**config.mk**
```make
export PLATFORM = sky130hd
export DESIGN_NAME = piled_array_splitter_stream
export DESIGN_NICKNAME = d
export VERILOG_FILES = /design/src/rtl/piled_array_splitter_stream.sv
export SDC_FILE = /design/constraint.sdc
export NUM_CORES = 1
export LEC_CHECK = 0
export ABC_CLOCK_PERIOD_IN_PS = 7800
export CAP_MARGIN = 15
export CELL_PAD_IN_SITES_DETAIL_PLACEMENT = 0
export CELL_PAD_IN_SITES_GLOBAL_PLACEMENT = 1
export CORE_MARGIN = 8
export CORE_UTILIZATION = 35
export CTS_CLUSTER_SIZE = 10
export DETAILED_ROUTE_END_ITERATION = 7
export PLACE_DENSITY = 0.78
export SETUP_SLACK_MARGIN = 0.3
export SYNTH_ARGS = -nofsm -noshare
export SYNTH_HDL_FRONTEND = slang
export SYNTH_SLANG_ARGS = --single-unit
```
**constraint.sdc**
```tcl
create_clock -name clk -period 7.8 [get_ports clk]
set_input_delay 2.34 -clock clk [delete_from_list [all_inputs] [get_ports clk]]
set_output_delay 2.34 -clock clk [all_outputs]
set_load 0.01 [all_outputs]
```
**src/rtl/piled_array_splitter_stream.sv**
```systemverilog
// Splits one piled word of NELEM interleaved elements into per-channel lane groups.
// Latency: group 0 of a word accepted at cycle T is presented at T+1; one group per cycle.
// Backpressure: valid/ready on both sides; outputs hold while stalled, next word accepted on the last group.
module piled_array_splitter_stream #(
    parameter int ELEM_W = 8,
    parameter int MAX_CH = 4,
    parameter int NELEM  = 12
) (
    input  logic                      clk,
    input  logic                      rst_n,
    input  logic                      flush,
    input  logic [2:0]                ch_num,
    input  logic [NELEM*ELEM_W-1:0]   in_data,
    input  logic                      in_valid,
    output logic                      in_ready,
    output logic [MAX_CH*ELEM_W-1:0]  out_data,
    output logic [MAX_CH-1:0]         out_mask,
    output logic                      out_last,
    output logic                      out_valid,
    input  logic                      out_ready
);

    localparam int CH_W = $clog2(MAX_CH + 1);
    localparam int G_W  = $clog2(NELEM + 1);

    typedef enum logic {IDLE, EMIT} state_t;

    state_t                  state_q, state_d;
    logic [NELEM*ELEM_W-1:0] word_q;
    logic [CH_W-1:0]         ch_q, ch_legal;
    logic [G_W-1:0]          g_q;
    logic                    last_q;
    logic                    accept, advance;

    function automatic int groups_for(input logic [CH_W-1:0] ch);
        int n;
        n = NELEM;
        for (int c = 1; c <= MAX_CH; c++) begin
            if (int'(ch) == c) n = (NELEM + c - 1) / c;
        end
        return n;
    endfunction

    always_comb begin
        if (ch_num == 3'd0)
            ch_legal = CH_W'(1);
        else if (32'(ch_num) > MAX_CH)
            ch_legal = CH_W'(MAX_CH);
        else
            ch_legal = CH_W'(ch_num);
    end

    assign accept  = in_valid & in_ready;
    assign advance = out_valid & out_ready & ~last_q & ~flush;

    always_ff @(posedge clk or negedge rst_n) begin
        if (!rst_n) state_q <= IDLE;
        else        state_q <= state_d;
    end

    always_comb begin
        state_d = state_q;
        if (flush) begin
            state_d = IDLE;
        end else begin
            case (state_q)
                IDLE:    if (accept) state_d = EMIT;
                EMIT:    if (out_ready && last_q) state_d = in_valid ? EMIT : IDLE;
                default: state_d = IDLE;
            endcase
        end
    end

    // Word, channel count, group index and last flag move together so out_last stays registered.
    always_ff @(posedge clk or negedge rst_n) begin
        if (!rst_n) begin
            word_q <= '0;
            ch_q   <= '0;
            g_q    <= '0;
            last_q <= 1'b0;
        end else if (flush) begin
            word_q <= '0;
            g_q    <= '0;
            last_q <= 1'b0;
        end else if (accept) begin
            word_q <= in_data;
            ch_q   <= ch_legal;
            g_q    <= '0;
            last_q <= (groups_for(ch_legal) == 1);
        end else if (advance) begin
            g_q    <= g_q + G_W'(1);
            last_q <= (int'(g_q) + 2 == groups_for(ch_q));
        end else if (out_valid && out_ready) begin
            last_q <= 1'b0;
        end
    end

    always_comb begin
        int idx;
        out_valid = (state_q == EMIT);
        out_last  = out_valid & last_q;
        in_ready  = ~flush & ((state_q == IDLE) | (out_valid & out_ready & last_q));
        out_data  = '0;
        out_mask  = '0;
        for (int c = 0; c < MAX_CH; c++) begin
            idx = int'(g_q) * int'(ch_q) + c;
            if (out_valid && c < int'(ch_q) && idx < NELEM) begin
                out_mask[c] = 1'b1;
                for (int e = 0; e < NELEM; e++) begin
                    if (idx == e) out_data[c*ELEM_W +: ELEM_W] = word_q[e*ELEM_W +: ELEM_W];
                end
            end
        end
    end

endmodule

```
==> key figures <==
Timing
  • Final Hold Viols: 0
  • Fmax: approximately 0.13 GHz
  • Fin crit period: between 7 and 8 ns
  • Clock skew: between 0.008 and 0.009 ns
  • Final-report max-slew violation count: 0
  • Share of the clock period used by the worst path: a little over nine tenths
  • RSZ-0062 raised after global routing: yes
  • Final setup vio count: 0
  • Slew @ Worst Pin: around 0.96 ns
  • Final TNS setup: 0 ns
  • Worst hold margin: around 0.60 ns
  • Max-slew headroom: between 30% and 40%

Global routing
  • Global-route usage over all layers: between 20% and 30%
  • First-pass GRT wire length: between 60000 and 70000 um
  • Largest net degree at the start of global routing: slightly above 100
  • Gr ovfl total: 0
  • Initial antenna violation count: 0
  • Vias in the first global route: 9894

Drt
  • Vias post-DR: 10360
  • Total Routed Length: roughly 45000 um
  • # DRC: 4
  • Drt via density: roughly 6.4
  • Post-DR wirelength/cell: about 28 um
  • 1st-iter DRT viols: approximately 1300
  • DR pass1 iterations: 8
  • Routed Antenna Nets: 0

Worst setup path
  • Reg2Reg Setup Slack: 5.28 ns
  • CP peak stage delay: between 0.5 and 0.6 ns
  • Cells along the critical path: and2_1, fa_1, ha_2, fa_2, xnor2_4, or3_4, mux2_4, a211o_4, nor4_4, buf_4, a221o_1, a21oi_1, o221ai_2, o221a_2, clkdlybuf4s50_1
  • Crit path required time: between 5 and 6 ns
  • Crit-path max FO: 7
  • CP max stage cell: clkdlybuf4s50_1
  • Critical Path AT: 5.20 ns
  • Crit. End Element: output port
  • Worst Setup Start Kind: register
  • WS Path Type: register to output port

Floorplan
  • Starting Density: approximately 36%
  • Die height: about 170 um
  • Die Width: 173.0 um
  • Total die area: roughly 0.03 mm2
  • Number of I/O pins: approximately 140
  • Core region area: 0.02425 mm2
  • Number of cell rows: 57

Clocking
  • CTS Buf Count: 9
  • Clk pin slew, worst setup/hold paths: 0.09 ns
  • CTS tree: yes
  • H-tree Lvls: 3
  • Hold-fix buffers, CTS: 0
  • Sink Count: 105
  • Clock Tree Buf Depth: 2
  • Root Buffer: clkbuf_16
  • Clock Latency Late Sink: 0.38 ns

Synth
  • Mapped cell area: ~0.0086 mm2
  • Cell accounting for the most synthesized area: dfrtp_1
  • Synth Warn #: 0
  • Top FF cell, synth: dfrtp_1
  • Synthesized netlist cell count: 1138
  • Async S/R FF share, synth: 100.0%
  • Register area share after synthesis: 30.44%
  • Mean Syn Cell Area: 7.584 um2
  • Post-synth EDFFs: 0
  • Register bit total from synthesis: roughly 110
  • Largest cells by area after synthesis: dfrtp_1 30%, nand2_1 12%, nand3b_1 7.6%, a21oi_1 3.5%, clkbuf_1 3.3%
  • Synthesized Nets: 1255
  • Cell variety after synth: between 70 and 80
  • Post-synth top area share: between 30 and 40%

Final layout
  • Synth-to-layout area growth: 30.52%
  • ANT cells: 0
  • Fill cells: roughly 2500
  • Commonest non-fill, non-tap cell in the layout: nand2_1
  • Utilization after layout: between 40% and 50%
  • Final #Nets: around 1400
  • Share of cells above drive strength 1: about 14%
  • Layout Cells excl Fill: between 1500 and 2000
  • Commonest cells after routing, fill and taps aside: 270 x nand2_1, 127 x clkdlybuf4s50_1, 104 x dfrtp_1

Run
  • # Max-Cap Violations: 0

Placement
  • Placed Cells: 1578
  • Detailed placer's ending HPWL: between 30000 and 40000 um
  • Port buffer count: about 140
  • GPL Wtd Cong: 1.035

Power
  • Leakage: just under 5 nW
  • Power consumption: roughly 1.5 mW
  • Pwr dens: ~140 mW/mm2
  • Worst vdd ir: about 0.10 mV

Outcome
  • Violated checks: design-rule violations
  • Status: complete, but fails checks

Hold path
  • Worst Hold Class: register to register
## layer usage
| layer | vias to the layer above | wire, um | GRT usage (%) |
|---|---|---|---|
| met5 | - | 0 | 0 |
| met4 | 0 | 2181 | 12.61 |
| met3 | 140 | 4215 | 5.119 |
| met2 | 663 | 19850 | 44.34 |
| met1 | 5044 | 19180 | 40.31 |
| li1 | 4509 | - | - |
## power breakdown
group	leakage, nW	switching, mW	internal [mW]
Sequential	1.41	0.0840	0.578
Combinational	3.35	0.204	0.160
Clock	0.150	0.262	0.236
## layout make-up
cell class	count	area, um2	area share, %
multi-input combinational	930	5882	52.22
sequential	105	2629	23.34
timing repair buffer	217	1988	17.65
tap	324	405.4	3.599
clock buffer	10	239.0	2.122
clock inverter	6	65.06	0.5776
inverter	15	56.30	0.4998
## timing repair
action                                  CTS  global route
resized for setup                        43            45
buffers inserted                          5             8
pin swaps                                10            14
endpoints found under the setup margin   26            27
## cells in the mapped netlist, types with 4 or more instances
cell type  count
o22ai_1       25
a221o_1       17
or3_1          5
a211oi_2       4
o31ai_1        6
mux2_2         4
nand4_1        7
nand3_1       32
o221ai_1      15
o21ai_0       39
buf_1          9
nor2_1        71
nand2b_1       7
dfrtp_1      105
and2_1        14
o211ai_1      12
xnor2_1       11
o221a_2        9
a222oi_1       8
nor2b_1        4
a211oi_1      21
and3_1        23
a221oi_1      22
ha_1          10
xor2_1         4
nand3b_1      87
a21o_1         4
a22oi_1       14
a32oi_1        5
a31oi_1       17
nand2_1      273
a22o_1        12
clkbuf_1      76
a21oi_1       61
inv_1         15
nor4_1         9
nor3_1        27
## worst max-delay path, delay by kind of cell, from the launching register on
kind | cells | cell delay [ns]
adders and majority gates | 3 | 1.14
AOI/OAI and AO/OA | 5 | 1.06
and+or+nand+nor | 3 | 0.91
buffers and inverters | 2 | 0.74
DFF | 1 | 0.45
muxes | 1 | 0.31
xor gates and xnor gates | 1 | 0.20
## per-stage QoR
step	cell area (um2)	worst slack [ns]
2_1_floorplan	8631	0.7367
6_report	11260	0.2600
4_1_cts	11090	0.1542
5_1_grt	11260	0.1200
3_5_place_dp	10590	0.1720
3_3_place_gp	10590	0.2894
## cells by family after synthesis
kind of cell / after synthesis / synth area share (%)
and+or+nand+nor: 572 / 32.47
muxes: 11 / 1.826
adders and majority gates: 13 / 2.146
AOI/OAI and AO/OA: 318 / 26.78
buffers and inverters: 103 / 4.624
DFF: 105 / 30.44
xor gates and xnor gates: 16 / 1.711
## path summary, 6_finish.rpt
kind,startpoint,cells after the start,to
setup / recovery,g_q[2]$_DFFE_PN0P_,15,out_data[11]
hold / removal,word_q[3]$_DFFE_PN0P_,2,word_q[3]$_DFFE_PN0P_
setup reg to reg,out_valid$_DFF_PN0_,6,word_q[87]$_DFFE_PN0P_
hold reg to reg,word_q[3]$_DFFE_PN0P_,2,word_q[3]$_DFFE_PN0P_
max in group asynchronous,rst_n,2,word_q[16]$_DFFE_PN0P_
min in group asynchronous,rst_n,1,word_q[75]$_DFFE_PN0P_
## registers in the layout, indices dropped and copies added (netlist names)
signal     count
word_q        96
g_q            4
ch_q           3
last_q         1
out_valid      1
Power figures use the tool's default switching activity.
